[src/rtl/wb_lsu_master_if.sv]
// Bundle of the core request/response handshake and the Wishbone data-port signals.
// The master modport is the LSU's view; the slave modport is the core + bus environment.
interface wb_lsu_master_if;
    localparam int unsigned AW = 32;
    localparam int unsigned DW = 32;
    localparam int unsigned SW = DW / 8;

    logic          req_valid;
    logic          req_ready;
    logic          req_we;
    logic [AW-1:0] req_addr;
    logic [DW-1:0] req_wdata;
    logic [2:0]    req_funct3;

    logic          rsp_valid;
    logic [DW-1:0] rsp_rdata;
    logic          rsp_err;
    logic          rsp_misaligned;

    logic [AW-1:0] dwb_adr_o;
    logic [DW-1:0] dwb_dat_o;
    logic [DW-1:0] dwb_dat_i;
    logic          dwb_we_o;
    logic [SW-1:0] dwb_sel_o;
    logic          dwb_cyc_o;
    logic          dwb_stb_o;
    logic          dwb_ack_i;
    logic          dwb_err_i;

    modport master (
        input  req_valid, req_we, req_addr, req_wdata, req_funct3,
        input  dwb_dat_i, dwb_ack_i, dwb_err_i,
        output req_ready, rsp_valid, rsp_rdata, rsp_err, rsp_misaligned,
        output dwb_adr_o, dwb_dat_o, dwb_we_o, dwb_sel_o, dwb_cyc_o, dwb_stb_o
    );

    modport slave (
        output req_valid, req_we, req_addr, req_wdata, req_funct3,
        output dwb_dat_i, dwb_ack_i, dwb_err_i,
        input  req_ready, rsp_valid, rsp_rdata, rsp_err, rsp_misaligned,
        input  dwb_adr_o, dwb_dat_o, dwb_we_o, dwb_sel_o, dwb_cyc_o, dwb_stb_o
    );
endinterface

[src/rtl/wb_lsu_master.sv]
// RV32 load/store unit front end: turns one core request at a time into a single
// classic Wishbone cycle, with alignment/legality checks, lane steering and a timeout.
module wb_lsu_master #(
    parameter int unsigned TIMEOUT_CYCLES = 255
) (
    input  logic              clk,
    input  logic              rst,
    wb_lsu_master_if.master   bus
);
    localparam int unsigned DW    = 32;
    localparam int unsigned SW    = 4;
    localparam int unsigned CNT_W = (TIMEOUT_CYCLES < 2) ? 1 : $clog2(TIMEOUT_CYCLES);

    typedef enum logic [1:0] {
        S_IDLE = 2'd0,
        S_BUS  = 2'd1,
        S_RESP = 2'd2
    } state_t;

    state_t            state_q, state_d;
    logic [CNT_W-1:0]  cnt_q, cnt_d;
    logic [2:0]        f3_q, f3_d;
    logic [1:0]        lo_q, lo_d;
    logic              req_ready_q, req_ready_d;
    logic              rsp_valid_q, rsp_valid_d;
    logic              rsp_err_q, rsp_err_d;
    logic              rsp_mis_q, rsp_mis_d;
    logic [DW-1:0]     rsp_rdata_q, rsp_rdata_d;
    logic              cyc_q, cyc_d;
    logic              we_q, we_d;
    logic [SW-1:0]     sel_q, sel_d;
    logic [DW-1:0]     adr_q, adr_d;
    logic [DW-1:0]     dat_q, dat_d;

    logic              illegal_c;
    logic              misaligned_c;
    logic [SW-1:0]     sel_c;
    logic [DW-1:0]     wdat_c;
    logic [DW-1:0]     shifted_c;
    logic [DW-1:0]     ldata_c;
    logic              ack_c;
    logic              err_c;
    logic              tmo_c;

    // Request decode: funct3[1:0] is the access size, funct3[2] the unsigned-load flag.
    always_comb begin
        illegal_c    = (bus.req_funct3 == 3'b011)
                     || (bus.req_funct3[2] && bus.req_funct3[1])
                     || (bus.req_we && bus.req_funct3[2]);
        misaligned_c = ((bus.req_funct3[1:0] == 2'b01) && bus.req_addr[0])
                     || ((bus.req_funct3[1:0] == 2'b10) && (bus.req_addr[1:0] != 2'b00));
        sel_c  = 4'b1111;
        wdat_c = bus.req_wdata;
        case (bus.req_funct3[1:0])
            2'b00: begin
                sel_c  = 4'b0001 << bus.req_addr[1:0];
                wdat_c = {4{bus.req_wdata[7:0]}};
            end
            2'b01: begin
                sel_c  = 4'b0011 << bus.req_addr[1:0];
                wdat_c = {2{bus.req_wdata[15:0]}};
            end
            default: begin
                sel_c  = 4'b1111;
                wdat_c = bus.req_wdata;
            end
        endcase
        if (!bus.req_we) begin
            wdat_c = '0;
        end
    end

    // Load data steering and extension from the captured low address bits.
    always_comb begin
        shifted_c = bus.dwb_dat_i >> {lo_q, 3'b000};
        case (f3_q)
            3'b000:  ldata_c = {{24{shifted_c[7]}}, shifted_c[7:0]};
            3'b001:  ldata_c = {{16{shifted_c[15]}}, shifted_c[15:0]};
            3'b100:  ldata_c = {24'd0, shifted_c[7:0]};
            3'b101:  ldata_c = {16'd0, shifted_c[15:0]};
            default: ldata_c = shifted_c;
        endcase
    end

    // Responses are only honoured while our cycle is open.
    assign ack_c = bus.dwb_ack_i & cyc_q;
    assign err_c = bus.dwb_err_i & cyc_q;
    assign tmo_c = (cnt_q == CNT_W'(TIMEOUT_CYCLES - 1));

    // Next-state and registered-output logic.
    always_comb begin
        state_d     = state_q;
        cnt_d       = cnt_q;
        f3_d        = f3_q;
        lo_d        = lo_q;
        req_ready_d = req_ready_q;
        rsp_valid_d = 1'b0;
        rsp_err_d   = rsp_err_q;
        rsp_mis_d   = rsp_mis_q;
        rsp_rdata_d = rsp_rdata_q;
        cyc_d       = cyc_q;
        we_d        = we_q;
        sel_d       = sel_q;
        adr_d       = adr_q;
        dat_d       = dat_q;

        case (state_q)
            S_IDLE: begin
                if (bus.req_valid) begin
                    req_ready_d = 1'b0;
                    f3_d        = bus.req_funct3;
                    lo_d        = bus.req_addr[1:0];
                    rsp_rdata_d = '0;
                    if (illegal_c || misaligned_c) begin
                        state_d     = S_RESP;
                        rsp_valid_d = 1'b1;
                        rsp_err_d   = illegal_c;
                        rsp_mis_d   = !illegal_c;
                    end else begin
                        state_d = S_BUS;
                        cnt_d   = '0;
                        cyc_d   = 1'b1;
                        we_d    = bus.req_we;
                        sel_d   = sel_c;
                        adr_d   = {bus.req_addr[31:2], 2'b00};
                        dat_d   = wdat_c;
                    end
                end
            end
            S_BUS: begin
                if (ack_c || err_c || tmo_c) begin
                    state_d     = S_RESP;
                    cyc_d       = 1'b0;
                    rsp_valid_d = 1'b1;
                    rsp_mis_d   = 1'b0;
                    if (err_c || !ack_c) begin
                        rsp_err_d   = 1'b1;
                        rsp_rdata_d = '0;
                    end else begin
                        rsp_err_d   = 1'b0;
                        rsp_rdata_d = we_q ? '0 : ldata_c;
                    end
                end else begin
                    cnt_d = cnt_q + CNT_W'(1);
                end
            end
            S_RESP: begin
                state_d     = S_IDLE;
                req_ready_d = 1'b1;
                rsp_err_d   = 1'b0;
                rsp_mis_d   = 1'b0;
                rsp_rdata_d = '0;
            end
            default: begin
                state_d     = S_IDLE;
                req_ready_d = 1'b1;
                cyc_d       = 1'b0;
            end
        endcase
    end

    always_ff @(posedge clk or posedge rst) begin
        if (rst) begin
            state_q     <= S_IDLE;
            cnt_q       <= '0;
            f3_q        <= '0;
            lo_q        <= '0;
            req_ready_q <= 1'b1;
            rsp_valid_q <= 1'b0;
            rsp_err_q   <= 1'b0;
            rsp_mis_q   <= 1'b0;
            rsp_rdata_q <= '0;
            cyc_q       <= 1'b0;
            we_q        <= 1'b0;
            sel_q       <= '0;
            adr_q       <= '0;
            dat_q       <= '0;
        end else begin
            state_q     <= state_d;
            cnt_q       <= cnt_d;
            f3_q        <= f3_d;
            lo_q        <= lo_d;
            req_ready_q <= req_ready_d;
            rsp_valid_q <= rsp_valid_d;
            rsp_err_q   <= rsp_err_d;
            rsp_mis_q   <= rsp_mis_d;
            rsp_rdata_q <= rsp_rdata_d;
            cyc_q       <= cyc_d;
            we_q        <= we_d;
            sel_q       <= sel_d;
            adr_q       <= adr_d;
            dat_q       <= dat_d;
        end
    end

    assign bus.req_ready      = req_ready_q;
    assign bus.rsp_valid      = rsp_valid_q;
    assign bus.rsp_rdata      = rsp_rdata_q;
    assign bus.rsp_err        = rsp_err_q;
    assign bus.rsp_misaligned = rsp_mis_q;
    assign bus.dwb_adr_o      = adr_q;
    assign bus.dwb_dat_o      = dat_q;
    assign bus.dwb_we_o       = we_q;
    assign bus.dwb_sel_o      = sel_q;
    assign bus.dwb_cyc_o      = cyc_q;
    assign bus.dwb_stb_o      = cyc_q;
endmodule

[src/flat_wrapper.sv]
// flat-port wrapper written by rule: the top's interface ports become plain ports
module wb_lsu_master_flat 
#(
    parameter int unsigned TIMEOUT_CYCLES = 255
)
  (clk, rst, bus_req_valid, bus_req_we, bus_req_addr, bus_req_wdata, bus_req_funct3, bus_dwb_dat_i, bus_dwb_ack_i, bus_dwb_err_i, bus_req_ready, bus_rsp_valid, bus_rsp_rdata, bus_rsp_err, bus_rsp_misaligned, bus_dwb_adr_o, bus_dwb_dat_o, bus_dwb_we_o, bus_dwb_sel_o, bus_dwb_cyc_o, bus_dwb_stb_o);
  wb_lsu_master_if bus_i ();
  input  logic clk;
  input  logic rst;
  input wire logic [$bits(bus_i.req_valid)-1:0] bus_req_valid;
  input wire logic [$bits(bus_i.req_we)-1:0] bus_req_we;
  input wire logic [$bits(bus_i.req_addr)-1:0] bus_req_addr;
  input wire logic [$bits(bus_i.req_wdata)-1:0] bus_req_wdata;
  input wire logic [$bits(bus_i.req_funct3)-1:0] bus_req_funct3;
  input wire logic [$bits(bus_i.dwb_dat_i)-1:0] bus_dwb_dat_i;
  input wire logic [$bits(bus_i.dwb_ack_i)-1:0] bus_dwb_ack_i;
  input wire logic [$bits(bus_i.dwb_err_i)-1:0] bus_dwb_err_i;
  output wire logic [$bits(bus_i.req_ready)-1:0] bus_req_ready;
  output wire logic [$bits(bus_i.rsp_valid)-1:0] bus_rsp_valid;
  output wire logic [$bits(bus_i.rsp_rdata)-1:0] bus_rsp_rdata;
  output wire logic [$bits(bus_i.rsp_err)-1:0] bus_rsp_err;
  output wire logic [$bits(bus_i.rsp_misaligned)-1:0] bus_rsp_misaligned;
  output wire logic [$bits(bus_i.dwb_adr_o)-1:0] bus_dwb_adr_o;
  output wire logic [$bits(bus_i.dwb_dat_o)-1:0] bus_dwb_dat_o;
  output wire logic [$bits(bus_i.dwb_we_o)-1:0] bus_dwb_we_o;
  output wire logic [$bits(bus_i.dwb_sel_o)-1:0] bus_dwb_sel_o;
  output wire logic [$bits(bus_i.dwb_cyc_o)-1:0] bus_dwb_cyc_o;
  output wire logic [$bits(bus_i.dwb_stb_o)-1:0] bus_dwb_stb_o;
  assign bus_i.req_valid = bus_req_valid;
  assign bus_i.req_we = bus_req_we;
  assign bus_i.req_addr = bus_req_addr;
  assign bus_i.req_wdata = bus_req_wdata;
  assign bus_i.req_funct3 = bus_req_funct3;
  assign bus_i.dwb_dat_i = bus_dwb_dat_i;
  assign bus_i.dwb_ack_i = bus_dwb_ack_i;
  assign bus_i.dwb_err_i = bus_dwb_err_i;
  assign bus_req_ready = bus_i.req_ready;
  assign bus_rsp_valid = bus_i.rsp_valid;
  assign bus_rsp_rdata = bus_i.rsp_rdata;
  assign bus_rsp_err = bus_i.rsp_err;
  assign bus_rsp_misaligned = bus_i.rsp_misaligned;
  assign bus_dwb_adr_o = bus_i.dwb_adr_o;
  assign bus_dwb_dat_o = bus_i.dwb_dat_o;
  assign bus_dwb_we_o = bus_i.dwb_we_o;
  assign bus_dwb_sel_o = bus_i.dwb_sel_o;
  assign bus_dwb_cyc_o = bus_i.dwb_cyc_o;
  assign bus_dwb_stb_o = bus_i.dwb_stb_o;
  wb_lsu_master #(.TIMEOUT_CYCLES(TIMEOUT_CYCLES)) u_core (.clk(clk), .rst(rst), .bus(bus_i));
endmodule
[config.mk]
export PLATFORM = sky130hd
export DESIGN_NAME = wb_lsu_master_flat
export DESIGN_NICKNAME = d
export VERILOG_FILES = /design/src/rtl/wb_lsu_master_if.sv /design/src/rtl/wb_lsu_master.sv /design/src/flat_wrapper.sv
export SDC_FILE = /design/constraint.sdc
export NUM_CORES = 1
export LEC_CHECK = 0
export CAP_MARGIN = 30
export CORE_ASPECT_RATIO = 0.5
export CORE_MARGIN = 1
export CORE_UTILIZATION = 27
export CTS_CLUSTER_DIAMETER = 150
export DETAILED_ROUTE_END_ITERATION = 6
export GPL_TIMING_DRIVEN = 0
export PLACE_DENSITY_LB_ADDON = 0.2
export SKIP_CTS_REPAIR_TIMING = 1
export SYNTH_ARGS = -nofsm -noshare
export SYNTH_HDL_FRONTEND = slang
export SYNTH_SLANG_ARGS = --single-unit
[constraint.sdc]
create_clock -name clk -period 5.15 [get_ports clk]
set_input_delay 1.03 -clock clk [delete_from_list [all_inputs] [get_ports clk]]
set_output_delay 1.03 -clock clk [all_outputs]
set_load 0.005 [all_outputs]
## Yosys cells after proc, flatten, opt, wreduce, memory -nomap -nowiden

Index checks and enable logic that the tools add are counted.

| storage, ports and cells | value |
|---|---|
| output and inout port bits | 107 |
| logic and storage cells | 99 |
| flip-flop bits (word level) | 119 |

| cells by class | value |
|---|---|
| reductions and logical operators | 27 |
| $add $sub $neg | 1 |
| muxes and demuxes | 35 |
| eq/ne operators | 14 |
| bitwise logic cells | 5 |
| shift-type cells | 3 |

Operators with widths:

| kind | count |
|---|---|
| 2-to-1 mux 32 bit | 5 |
| one-hot mux 32 bit (4 select lines) | 1 |
| one-hot mux 32 bit (3 select lines) | 1 |
| one-hot mux 32 bit (2 select lines) | 1 |
| right shift 32 x 5 -> 32 bit | 1 |
| 2-to-1 mux 8 bit | 3 |
| one-hot mux 8 bit (2 select lines) | 1 |
| 2-to-1 mux 1 bit | 13 |
| AND reduction 4 bit | 3 |
| one-hot mux 1 bit (3 select lines) | 3 |
| adder 8 x 1 -> 8 bit (second input constant) | 1 |
| equality test 8 bit (second input constant) | 1 |
| one-hot mux 4 bit (2 select lines) | 1 |
| logical OR 1 bit | 7 |
| equality test 3 bit (second input constant) | 2 |
| 2-to-1 mux 2 bit | 3 |
| != test 2 bit (second input constant) | 3 |
| AND reduction 2 bit | 3 |
| AND reduction 3 bit | 2 |
| equality test 2 x 1 -> 1 bit (second input constant) | 2 |
| equality test 2 bit (second input constant) | 2 |
| logical AND 1 bit | 4 |
| logical NOT 2 bit | 2 |
| != test 2 x 1 -> 1 bit (second input constant) | 2 |
| 12 further kinds | 18 |

## Logic depth before layout (Yosys ltp)

| logic depth | value |
|---|---|
| word-level depth | 7 |
| mapped depth | 10 |
| mapped depth without buffers | 7 |

## Worst setup path after synthesis

OpenSTA, ideal clock, no wires.

| path | value |
|---|---|
| path kind | input-to-reg |
| start point | input port bus_req_we |
| end point | register u_core.cnt_q[7] |
| buffers on the path | 1 |
| library setup time | 0.077 ns |
| data required time | 5.073 ns |
| cell stages on the path | 6 |
| arrival | 2.472 ns |
| setup slack | 2.601 ns |
| cell sequence | buf_6 a221oi_1 o21ai_1 a22o_1 or4_1 a21oi_1 |

| between the ends | value |
|---|---|
| cells in the longest elaborated chain, start to end | 5 |

RTL lines:

| item | RTL line | text |
|---|---|---|
| start, declared | flat_wrapper.sv:11 | `input wire logic [$bits(bus_i.req_we)-1:0] bus_req_we;` |
| logical AND 1 bit | wb_lsu_master.sv:49 | `\|\| (bus.req_we && bus.req_funct3[2]);` |
| logical OR 1 bit | wb_lsu_master.sv:49 |  |
| logical OR 1 bit | wb_lsu_master.sv:114 | `if (illegal_c \|\| misaligned_c) begin` |
| != test 2 bit (no line) | n/a |  |
| AND reduction 4 bit (no line) | n/a |  |
| end signal, assigned | wb_lsu_master.sv:180 | `cnt_q <= cnt_d;` |
| end, declared | wb_lsu_master.sv:21 | `logic [CNT_W-1:0] cnt_q, cnt_d;` |

No other way between the ends.
A chain may end at the register's enable or synchronous reset.

## Final worst setup path

| path | value |
|---|---|
| start point | input port bus_req_addr[0] |
| end point | register u_core.adr_q[3], in the netlist u_core.bus.dwb_adr_o[3] |

| between the ends | value |
|---|---|
| cells in the longest elaborated chain, start to end | 6 |
| elaborated cells on any way between the ends | 7 |

RTL lines:

| item | RTL line | text |
|---|---|---|
| start, declared | flat_wrapper.sv:12 | `input wire logic [$bits(bus_i.req_addr)-1:0] bus_req_addr;` |
| nonzero test 2 bit | wb_lsu_master.sv:51 | `\|\| ((bus.req_funct3[1:0] == 2'b10) && (bus.req_addr[1:0] != 2'b00));` |
| logical AND 1 bit | wb_lsu_master.sv:51 |  |
| logical OR 1 bit (*) | wb_lsu_master.sv:51 |  |
| logical OR 1 bit (*) | wb_lsu_master.sv:114 |  |
| NOT 1 bit (no line) (*) | n/a |  |
| AND reduction 3 bit (no line) (*) | n/a |  |
| end signal, assigned | wb_lsu_master.sv:191 | `adr_q <= adr_d;` |
| end, declared | wb_lsu_master.sv:32 | `logic [DW-1:0] adr_q, adr_d;` |

Every way passes the cells marked *; elsewhere a longest branch is shown, timed or not.

==> key figures <==
Status
  • Outcome: completed

Worst setup path
  • Setup crit start kind: primary input
  • R2R Path End: u_core.bus.rsp_rdata[29]
  • Crit. End Element: flop
  • CP startpoint: bus_req_addr[0]
  • CP peak stage delay: 0.62 ns
  • Worst endpoint required time: roughly 5.5 ns
  • R2R cell count: 8
  • CP max stage cell: clkdlybuf4s50_1
  • Worst EP arrival: 3.44 ns
  • Critical path peak fanout: 10
  • Cell Chain, Critical Path: clkdlybuf4s50_1, a221oi_1, or2_2, nand3_1, buf_2, buf_2, mux2_2
  • WS Path Type: in -> reg
  • CP endpoint: u_core.bus.dwb_adr_o[3]
  • FF-to-FF setup slack: 2.55 ns
  • Most used cell, CP: buf_2
  • Origin of the critical flop-to-flop path: u_core.state_q[1]

Detailed routing
  • Vias: approximately 5100
  • DR WL/cell: 17.4 microns
  • First-pass DRT Iterations: 5
  • Via-to-Cell Ratio: roughly 4.8
  • Wirelength, routed: 18600 microns
  • Detailed-route DRC error count: 0
  • Iteration-0 DRC Markers: roughly 240
  • Final ANT Viol Nets: 0

Clock network
  • Clock Path Buffers: 2
  • Clock slew seen by the registers of the worst setup and hold paths: 0.06 ns
  • CTS tree: done
  • Sink Count: 119
  • Root buf cell: clkbuf_16
  • CTS buffer count: 17
  • H-tree Lvls: 4
  • Clk_lat worst skew: 0.41 ns

Floorplanning
  • Die area: 22100 sq um
  • Row cnt: 37
  • Die Y: 106 microns
  • Die width: 209 microns
  • Core area: 20800 sq um
  • Initial Utilization: 0.279
  • I/O pins: 212

STA
  • Hold Violations, Final: 0
  • RSZ-0062 raised after global routing: no
  • Tcrit/Tclk final: 0.611
  • Setup TNS Final: 0 ns
  • Setup-failing EPs final: 0
  • Final Critical Period: 3.15 ns
  • Slew Limit Fails: 0
  • Tightest Pin Transition: 0.920 ns
  • Fin Clk Skew: 0.00732 ns
  • Fmax achieved: ~320 MHz
  • Relative slew margins: 0.386

Final layout
  • Share of cells above drive strength 1: 0.148
  • Net total in the final layout: 893
  • Finished Layout Cells: between 1000 and 1500
  • Most common cell after layout, fill and taps aside: clkdlybuf4s50_1
  • Fin util: 0.427
  • Antenna cells: 0
  • Layout area overhead: 53.1%
  • Finished Cell Area: 8870 sq um
  • Fill cells: 2000
  • Most frequent cells in the layout: clkdlybuf4s50_1 (207), dfrtp_1 (118), nand2_1 (106)

Global routing
  • Tot GR Track Use: 0.171
  • Initial antenna violation count: 0
  • First-pass GRT wire length: around 29000 microns
  • Largest net degree at the start of global routing: 62
  • Vias in the first global route: about 5200
  • GRT overflow: 0

Place
  • PortBufs: between 200 and 250
  • DP HPWL: 13800 microns
  • DP Area: 8240 sq um
  • Cell count after placement: 1036
  • Routability cong.: 0.789

Yosys
  • Syn_area_per_cell: 10.5 sq um
  • Top-area cell type share of the netlist area: 0.510
  • Mapped Cells: 554
  • Mapped cell area: 5790 sq um
  • Syn. warnings: 0
  • Synth area leaders: dfrtp_1 (51%), mux2_2 (12%), nand2_1 (6.9%)
  • FFs w/ async S/R, synth: 1.00
  • Sequential area share after synthesis: 0.514
  • Yosys cell types: 47
  • Synth Flop Type: dfrtp_1
  • Area leader, netlist: dfrtp_1
  • Yosys reg bits: ~120
  • EDFF count, synth: 0

Pwr
  • Pleak: 0.00377 uW
  • Power density over the cells: 493 nW/um^2
  • VDD IR max: between 0.15 and 0.2 mV

Hold path
  • Worst min path class: reg -> reg

Job
  • Max Cap Viol: 0
[sequential cells by signal (all words and copies together), names as in the netlist]
| name | count |
|---|---|
| u_core.bus.dwb_cyc_o | 1 |
| u_core.bus.rsp_err | 1 |
| u_core.state_q | 2 |
| u_core.bus.rsp_valid | 1 |
| u_core.bus.rsp_rdata | 32 |
| u_core.bus.dwb_sel_o | 4 |
| u_core.bus.rsp_misaligned | 1 |
| u_core.lo_q | 2 |
| u_core.f3_q | 3 |
| u_core.bus.dwb_adr_o | 30 |
| u_core.bus.req_ready | 1 |
| u_core.bus.dwb_dat_o | 32 |
| u_core.cnt_q | 8 |
| u_core.bus.dwb_we_o | 1 |
[synthesized netlist by cell type, types with 4 or more instances]
| cell | number |
|---|---|
| nor2b_1 | 4 |
| mux2_2 | 61 |
| mux2i_1 | 25 |
| nand2_1 | 106 |
| ha_1 | 6 |
| o31ai_1 | 17 |
| clkbuf_1 | 20 |
| nand2b_1 | 4 |
| buf_2 | 11 |
| nand3_1 | 5 |
| inv_1 | 8 |
| a21oi_1 | 26 |
| o21ai_0 | 61 |
| buf_4 | 4 |
| nor2_1 | 17 |
| dfrtp_1 | 118 |
| buf_1 | 4 |
| a221o_1 | 16 |
| or3_1 | 5 |
[through the flow]
stage,total power [uW],setup WS [ns],hold WS (ns)
global route,4630,1.85,0.502
detailed placement,3120,1.52,0.467
floorplan,2210,0.964,0.473
CTS,4430,1.97,0.480
global placement,3080,-1.10,0.466
finish,4370,2.00,0.476
[report_power, final]
| group | total [uW] | leakage, uW | internal [uW] | switching [uW] |
|---|---|---|---|---|
| Sequential | 1420 | 0.00154 | 1250 | 174 |
| Combinational | 1670 | 0.00192 | 931 | 736 |
| Clock | 1290 | 0.000307 | 846 | 440 |
[routing by layer]
| layer | track usage | vias to the layer above | part of all wire |
|---|---|---|---|
| met3 | 0.0399 | 18 | 0.044 |
| met1 | 0.227 | 2558 | 0.47 |
| met5 | 0 | - | 0 |
| met2 | 0.280 | 136 | 0.48 |
| li1 | - | 2423 | - |
| met4 | 0.0483 | 0 | 0.012 |
[worst min path at each step]
stage	startpoint	to	depth (start not counted)
2_1_floorplan	u_core.bus.rsp_rdata[0]	u_core.bus.rsp_rdata[0]	2
3_5_place_dp	u_core.bus.rsp_rdata[9]	u_core.bus.rsp_rdata[9]	2
3_3_place_gp	u_core.bus.dwb_dat_o[28]	u_core.bus.dwb_dat_o[28]	2
6_report	u_core.bus.rsp_rdata[8]	u_core.bus.rsp_rdata[8]	2
4_1_cts	u_core.bus.rsp_rdata[9]	u_core.bus.rsp_rdata[9]	2
5_1_grt	u_core.bus.dwb_dat_o[6]	u_core.bus.dwb_dat_o[6]	2
[critical path: cells and delay by family]
kind,cells,cell delay (ns)
buf+inv,3,1.26
compound gates,1,0.15
mux,1,0.37
simple gates,2,0.63
[final cells by class]
cell class,instances,area (sq um),share of cell area
inverters,8,35.0,0.00395
clock inverters,9,148,0.0167
flip-flops and latches,119,2980,0.336
well taps,273,342,0.0385
repair buffers,208,2100,0.237
multi-input cells,385,2570,0.290
clock buffers,23,478,0.0539
plain buffers,43,214,0.0241
[cells by family after synthesis]
kind of cell,Yosys count,synth area share
AND/OR/NAND/NOR,155,0.119
AO/OA/AOI/OAI,135,0.145
flip-flops,119,0.514
multiplexers,87,0.166
buffers and inverters,51,0.0421
adder cells (fa/ha/maj),6,0.0130
other,1,0.000647
Note: power is estimated with default switching activity, not from simulation.
